===== src/rtl/irq_ctrl.sv =====
// irq_ctrl: interrupt controller for the external, timer and UART sources.
// It latches edge requests, masks them, and picks the lowest index as the winner.
// The winner is offered to the pipeline with an irq_req/irq_taken handshake.
// The controller then stays in service until ERET. Interrupts do not nest.

// irq_src_cell: per-source pending logic.
// Edge sources latch a rising edge until acknowledged. Level sources pass the line straight through.
module irq_src_cell #(
    parameter bit IS_EDGE = 1'b1
) (
    input  logic clk,
    input  logic reset_n,
    input  logic src_i,
    input  logic clr_i,
    output logic pend_o
);

    logic src_prev_q;
    logic pend_q;
    logic pend_d;
    logic rise;

    assign rise = src_i & ~src_prev_q;

    // A fresh edge beats a clear in the same cycle so the new request is not lost
    always_comb begin
        pend_d = pend_q;
        if (rise) begin
            pend_d = 1'b1;
        end else if (clr_i) begin
            pend_d = 1'b0;
        end
    end

    // Edge detector history and pending latch
    always_ff @(posedge clk) begin
        if (!reset_n) begin
            src_prev_q <= 1'b0;
            pend_q     <= 1'b0;
        end else begin
            src_prev_q <= src_i;
            pend_q     <= pend_d;
        end
    end

    assign pend_o = IS_EDGE ? pend_q : src_i;

endmodule

module irq_ctrl #(
    parameter int         NUM_SRC   = 4,
    parameter logic [7:0] EDGE_MASK = 8'b0000_0001,
    parameter int         ID_W      = 3
) (
    input  logic               clk,
    input  logic               reset_n,
    input  logic [NUM_SRC-1:0] int_src,
    input  logic [NUM_SRC-1:0] int_mask,
    input  logic               global_ie,
    output logic               irq_req,
    output logic [ID_W-1:0]    irq_id,
    input  logic               irq_taken,
    input  logic               eret,
    output logic [NUM_SRC-1:0] int_ack,
    output logic [NUM_SRC-1:0] pending,
    output logic               in_service
);

    localparam logic [1:0] S_IDLE    = 2'd0;
    localparam logic [1:0] S_REQ     = 2'd1;
    localparam logic [1:0] S_SERVICE = 2'd2;

    logic [1:0]         state_q, state_d;
    logic               irq_req_q, irq_req_d;
    logic [ID_W-1:0]    irq_id_q, irq_id_d;
    logic [NUM_SRC-1:0] int_ack_q, int_ack_d;
    logic               in_svc_q, in_svc_d;

    logic [NUM_SRC-1:0] pend_vec;
    logic [NUM_SRC-1:0] eligible;
    logic [NUM_SRC-1:0] id_hot;
    logic [NUM_SRC-1:0] clr_vec;
    logic [ID_W-1:0]    win_id;
    logic               accept;
    logic               cur_elig;

    // One pending cell per source; edge or level behaviour is chosen by EDGE_MASK
    for (genvar g = 0; g < NUM_SRC; g++) begin : g_src
        irq_src_cell #(
            .IS_EDGE (EDGE_MASK[g])
        ) u_cell (
            .clk     (clk),
            .reset_n (reset_n),
            .src_i   (int_src[g]),
            .clr_i   (clr_vec[g]),
            .pend_o  (pend_vec[g])
        );
    end

    assign eligible = pend_vec & int_mask & {NUM_SRC{global_ie}};
    assign accept   = (state_q == S_REQ) && irq_taken;
    assign clr_vec  = accept ? id_hot : '0;
    assign cur_elig = |(eligible & id_hot);

    // Decode the frozen request id into a one-hot vector for ack, clear and the drop check
    always_comb begin
        id_hot = '0;
        for (int i = 0; i < NUM_SRC; i++) begin
            id_hot[i] = (irq_id_q == ID_W'(i));
        end
    end

    // Fixed priority: scan from the top down so that the lowest eligible index is written last
    always_comb begin
        win_id = '0;
        for (int i = NUM_SRC - 1; i >= 0; i--) begin
            if (eligible[i]) begin
                win_id = ID_W'(i);
            end
        end
    end

    // Request / service sequencing. The ack pulse defaults low so that it lasts exactly one cycle.
    always_comb begin
        state_d   = state_q;
        irq_req_d = irq_req_q;
        irq_id_d  = irq_id_q;
        in_svc_d  = in_svc_q;
        int_ack_d = '0;
        case (state_q)
            S_IDLE: begin
                if (|eligible) begin
                    state_d   = S_REQ;
                    irq_id_d  = win_id;
                    irq_req_d = 1'b1;
                end
            end
            S_REQ: begin
                // taken wins over a request that is withdrawn in the same cycle
                if (irq_taken) begin
                    state_d   = S_SERVICE;
                    irq_req_d = 1'b0;
                    in_svc_d  = 1'b1;
                    int_ack_d = id_hot;
                end else if (!cur_elig) begin
                    state_d   = S_IDLE;
                    irq_req_d = 1'b0;
                end
            end
            S_SERVICE: begin
                if (eret) begin
                    state_d  = S_IDLE;
                    in_svc_d = 1'b0;
                end
            end
            default: begin
                state_d   = S_IDLE;
                irq_req_d = 1'b0;
                in_svc_d  = 1'b0;
            end
        endcase
    end

    // Controller state registers; a reset aborts any request or service in flight
    always_ff @(posedge clk) begin
        if (!reset_n) begin
            state_q   <= S_IDLE;
            irq_req_q <= 1'b0;
            irq_id_q  <= '0;
            int_ack_q <= '0;
            in_svc_q  <= 1'b0;
        end else begin
            state_q   <= state_d;
            irq_req_q <= irq_req_d;
            irq_id_q  <= irq_id_d;
            int_ack_q <= int_ack_d;
            in_svc_q  <= in_svc_d;
        end
    end

    assign irq_req    = irq_req_q;
    assign irq_id     = irq_id_q;
    assign int_ack    = int_ack_q;
    assign pending    = pend_vec;
    assign in_service = in_svc_q;

endmodule


===== config.mk =====
export PLATFORM = sky130hd
export DESIGN_NAME = irq_ctrl
export DESIGN_NICKNAME = d
export VERILOG_FILES = /design/src/rtl/irq_ctrl.sv
export SDC_FILE = /design/constraint.sdc
export NUM_CORES = 1
export LEC_CHECK = 0
export ABC_AREA = 1
export BUFFER_PORTS_ARGS = -buffer_cell sky130_fd_sc_hd__buf_2
export CORE_AREA = 2 2 39 41
export CTS_BUF_LIST = sky130_fd_sc_hd__clkbuf_2 sky130_fd_sc_hd__clkbuf_4 sky130_fd_sc_hd__clkbuf_8
export DETAILED_ROUTE_END_ITERATION = 8
export DIE_AREA = 0 0 41 43
export PLACE_DENSITY = 0.72
export SKIP_CTS_REPAIR_TIMING = 1
export SYNTH_ARGS = -nofsm -noshare
export SYNTH_HDL_FRONTEND = slang
export SYNTH_SLANG_ARGS = --single-unit
export TNS_END_PERCENT = 20

===== constraint.sdc =====
create_clock -name clk -period 1.21 [get_ports clk]
set_clock_uncertainty 0.15 [all_clocks]
set_input_delay 0.0605 -clock clk [delete_from_list [all_inputs] [get_ports clk]]
set_output_delay 0.0605 -clock clk [all_outputs]
set_load 0.02 [all_outputs]

# Word-level counts from Yosys, hierarchy flattened
# Cells that the tools add are included.
# totals
regBits	13
latchBits	0
mem_bits_rw	0
romBits	0
in_bits	13
output_inout_bits	13
n_memories	0
# classes
add_sub_neg	0
n_mul	0
div_mod_pow	0
n_lt_le_gt_ge	0
n_eq_ne	9
shift	0
muxes	19
bitwise	7
n_reduce_logical	11
# ops
cell	count
AND 4 bit	3
AND reduction 3 bit	4
two-way mux 2 bit	5
two-way mux 3 bit	3
two-way mux 1 bit	8
OR reduction 4 bit	2
equality test 3 x 2 -> 1 bit (second input constant)	2
inequality test 2 bit (second input constant)	3
one-hot mux 1 bit (3 select lines)	2
one-hot mux 2 bit (3 select lines)	1
equality test 3 x 1 -> 1 bit (second input constant)	1
logical NOT 3 bit	1
inequality test 3 bit (second input constant)	1
inverter 1 bit	3
equality test 2 x 1 -> 1 bit (second input constant)	1
equality test 2 bit (second input constant)	1
logical NOT 2 bit	1
AND reduction 2 bit	1
nonzero test 2 bit	1
AND 1 bit	1
logical AND 1 bit	1

# Logic depth before layout (Yosys ltp)
# logic_depth
ltp_word	7
ltp_mapped	9

# Modules after synthesis
# Synthesis repeated with hierarchy kept, for this count alone.
# hier_totals
hier_cells	78
hier_area_um2	560.5
# modules_own_cells
mod	instances	cells_each	area_each_um2	seq_area_each_um2
irq_ctrl	1	66	469.2	200.2
irq_src_cell at g_src[0].u_cell	1	9	68.8	40.0
irq_src_cell at g_src[1].u_cell ...	3	1	7.5	0.0

# Worst setup path before layout
# Ideal clock, no wire load.
# synth_path
kind	reg2reg
start	register irq_id_q[1], in the netlist irq_id[1]
end	register irq_req_q, in the netlist irq_req
setup_time_ns	0.116
arrival_time_ns	1.026
path_slack_ns	-0.082
path_stages_with_launch	10
synth_period_minus_slack_ns	1.292
path_cell_list	dfxtp_1 > inv_1 > nand2_1 > nor2_1 > nor2_1 > nand2_1 > nand2_1 > nand2_1 > nand2_1 > a21oi_2
# synth_via
elab_chain_len	5
elab_cells_between_ends	8
cone_classes	eq/ne: 4; bitwise: 1; reduce/logical: 3
# synth_rtl
item	line	rtl
start: declaration	75	logic [ID_W-1:0] irq_id_q, irq_id_d;
start signal: assignment	175	irq_id_q <= irq_id_d;
equality test 3 x 1 -> 1 bit, or another cell as far along	109	id_hot[i] = (irq_id_q == ID_W'(i));
AND 4 bit (*)	103	assign cur_elig = |(eligible & id_hot);
OR reduction 4 bit (*)	103	
inequality test 3 bit (no line) (*)	-	
AND reduction 3 bit (no line) (*)	-	
end signal: assignment	174	irq_req_q <= irq_req_d;
end: declaration	74	logic irq_req_q, irq_req_d;
# Mark *: on every way between the ends. The rest lies on a longest branch, timed or not.
# A chain may end at the register's enable or synchronous reset.

# Final worst setup path
# layout_path
start	register irq_id_q[0], in the netlist irq_id[0]
end	register irq_req_q, in the netlist irq_req
# Same word-level chain as after synthesis.

==> qor.yml <==
outcome: "complete, but fails checks"
violations: "negative hold slack"
yosys.cell_types.count: 17
number_of_pins_with_negative_max_slew_slack_in_the_final_report: 0
cts-root-to-sink-buffers: 2
timing.final.hold_violations: 4
number_of_inserted_diodes: 0
cts_root_buffer: "sky130_fd_sc_hd__clkbuf_4"
place_ws_ns: 0.008104
ir_worst_vdd_uv: 899.4
multiInputGateArea_um2: 249.0
avgViaCountPerCell: 4.636
antenna_violations_before_repair: 0
yosys.area.top_type_share_pct: 44.24
critical-path-top-delay-family: "simple AND/OR/NAND/NOR gates"
num_vias: 561
post_synth_main_area_contributors: "sky130_fd_sc_hd__dfxtp_1 44%, sky130_fd_sc_hd__nand2_1 13%, sky130_fd_sc_hd__nor2_1 9.0%, sky130_fd_sc_hd__buf_4 6.9%, sky130_fd_sc_hd__nand3_1 6.5%"
final-seq-area_um2: 247.7
post_synth_inst_count: 77
drc: 0
dp_cells: 113
grt_start_max_net_pins: 8
cts.sink_count: 12
synth_top_area_cell: "sky130_fd_sc_hd__dfxtp_1"
hp-class: "primary input to flop"
max_cap_violations: 0
share_of_synthesized_area_occupied_by_flip_flops_and_latches_pct: 44.24
routabilityCongestion: 0.7591
fill_cells: 149
mappedNetlistArea_um2: 543.0
utilization_pct: 53.98
worst-path-buf-inv: 1
htree_num_levels: 1
drt-pass1-iter-count: 4
core_area_um2: 1384
max_stage_delay_ns: 0.36
timing.critical_path.mode_cell: "sky130_fd_sc_hd__nand2_1"
fp-row-count: 14
post-route-min-period_ns: 1.193
initial_core_util_pct: 39.24
die_h_um: 43
number_of_flip_flops_and_latches_in_the_synthesized_netlist: 12
detail_route.wl_per_cell_um: 9.603
io_buffer_count: 24
global_route.usage.total_pct: 15.49
finish.cell_count_without_fillers: 121
synth_fp_nets: 90
worstPathCellList: "inv_2 -> nand2_2 -> nor2_1 -> nor2_1 -> nand2_1 -> nand2_1 -> nand2_1 -> nand2_1 -> a21oi_2"
cpMaxStageDelayCell: "sky130_fd_sc_hd__dfxtp_4"
place.detailed.hpwl_um: 901.9
grt_pass1_vias: 472
postSynthAreaPerCell_um2: 7.052
cts_made_buffers: 3
criticalPathCategory: "flop to flop"
sum_of_overflow_across_all_layers_after_global_routing: 0
routed_wirelength_um: 1162
design_power_total_uw: 924.0
layout_setup_ws_ns: 0.01658
number_of_placed_i_o_pins: 26
hold_ws_ns: -0.09051
setup.worst_path.end_class: "flop"
synth-warning-count: 0
timing.final.setup_violations: 0
cp-start-kind: "flop"
die_width_um: 41
power_density_nw_per_um2: 1237
crit_arrival_ns: 1.26
cp_max_fo: 5
fp.dieArea_um2: 1763
syn_to_final_growth_pct: 37.56
min_period_over_period_pct: 98.63
rsz0062_at_grt: "true"
final_nets: 119
grt_pass1_wl_um: 1800
cts_tree: "built"
critPathRequiredTime_ns: 1.28
clock_latency_ns: 0.27
antenna_left: 0
drt_first_iter_violations: 14
cts.reportedPaths.clkPinSlew_ns: 0.08
fraction_of_final_layout_cells_sized_beyond_drive_strength_1_pct: 39.05
leakagePower_uw: 0.0003890
maxClockFrequency_mhz: 837.9
synthesized netlist by cell type:
cell and count:
sky130_fd_sc_hd__o21a_1 1, sky130_fd_sc_hd__nand2_1 19, sky130_fd_sc_hd__nor2_1 13, sky130_fd_sc_hd__nor3_1 1, sky130_fd_sc_hd__dfxtp_1 12, sky130_fd_sc_hd__buf_4 5
sky130_fd_sc_hd__o21ai_0 1, sky130_fd_sc_hd__nand4_1 1, sky130_fd_sc_hd__inv_2 1, sky130_fd_sc_hd__o31ai_1 1, sky130_fd_sc_hd__nand3_1 7, sky130_fd_sc_hd__conb_1 1
sky130_fd_sc_hd__inv_1 6, sky130_fd_sc_hd__o211ai_1 1, sky130_fd_sc_hd__a21oi_1 4, sky130_fd_sc_hd__nor2_2 2, sky130_fd_sc_hd__a21oi_2 1
area by class of cell:
type / instances / area share (%)
Timing Repair Buffer: 29 / 22.45
Sequential cell: 12 / 33.17
Inverter: 7 / 3.518
Tap cell: 16 / 2.680
Clock buffer: 4 / 4.858
Multi-Input combinational cell: 53 / 33.33
state kept, by name, summed over array words and instances (netlist names):
name / cells
g_src.u_cell.src_prev_q: 1
int_ack: 4
in_service: 1
state_q: 2
irq_id: 2
irq_req: 1
g_src.u_cell.pend_o: 1
power breakdown:
group | internal, µW | switching, µW
Sequential | 416 | 16.3
Clock | 183 | 132
Combinational | 72.8 | 104
Total | 672 | 252
stage by stage:
stage | area [µm²] | TNS (ns)
after global placement | 655.6 | 0
final | 747.0 | 0
after CTS | 691.9 | -0.005175
after global routing | 747.0 | -0.03660
after detailed placement | 655.6 | 0
after floorplan | 545.5 | 0
metal layers:
metal	GRT usage (%)	part of all wire, %
met2	24.69	50
met1	16.18	40
met4	4.000	0
met3	9.948	10
met5	0	0
placed cells by master (no fill, tap or decap):
cell type	instances
sky130_fd_sc_hd__inv_1	4
sky130_fd_sc_hd__o21a_1	1
sky130_fd_sc_hd__dfxtp_1	8
sky130_fd_sc_hd__a21oi_1	4
sky130_fd_sc_hd__nand2_2	2
sky130_fd_sc_hd__nand2_1	17
sky130_fd_sc_hd__buf_2	24
sky130_fd_sc_hd__o211ai_1	1
sky130_fd_sc_hd__inv_2	3
sky130_fd_sc_hd__nor2_1	13
sky130_fd_sc_hd__nor3_1	1
sky130_fd_sc_hd__o21ai_0	1
sky130_fd_sc_hd__clkbuf_8	1
sky130_fd_sc_hd__conb_1	1
sky130_fd_sc_hd__dfxtp_2	3
sky130_fd_sc_hd__clkbuf_4	3
sky130_fd_sc_hd__a21oi_2	1
sky130_fd_sc_hd__nor2_2	1
sky130_fd_sc_hd__nor2_4	1
sky130_fd_sc_hd__buf_4	1
sky130_fd_sc_hd__nand4_1	1
sky130_fd_sc_hd__dlygate4sd3_1	4
sky130_fd_sc_hd__dfxtp_4	1
sky130_fd_sc_hd__nand3_1	7
sky130_fd_sc_hd__o31ai_1	1
logic make-up after synthesis:
group,synth area share [%]
other,0.6906
and+or+nand+nor,32.95
DFF,44.24
buffers and inverters,11.75
AOI/OAI and AO/OA,10.37
worst paths after layout:
check | slack [ns] | startpoint | depth (start not counted) | end
worst max-delay path | 0.02 | irq_id[0] | 9 | irq_req
worst min-delay path | -0.09 | reset_n | 3 | irq_id[1]
worst max register to register | 0.02 | irq_id[0] | 9 | irq_req
worst min register to register | 0.27 | g_src[0].u_cell.src_prev_q | 1 | g_src[0].u_cell.pend_o
worst reg2reg max path, stage by stage (launching register included):
cell and delay (ns):
sky130_fd_sc_hd__dfxtp_4 0.36, sky130_fd_sc_hd__inv_2 0.06, sky130_fd_sc_hd__nand2_2 0.07, sky130_fd_sc_hd__nor2_1 0.12, sky130_fd_sc_hd__nor2_1 0.05, sky130_fd_sc_hd__nand2_1 0.06
sky130_fd_sc_hd__nand2_1 0.06, sky130_fd_sc_hd__nand2_1 0.06, sky130_fd_sc_hd__nand2_1 0.05, sky130_fd_sc_hd__a21oi_2 0.10
No activity file was read; power rests on OpenSTA's default activity.
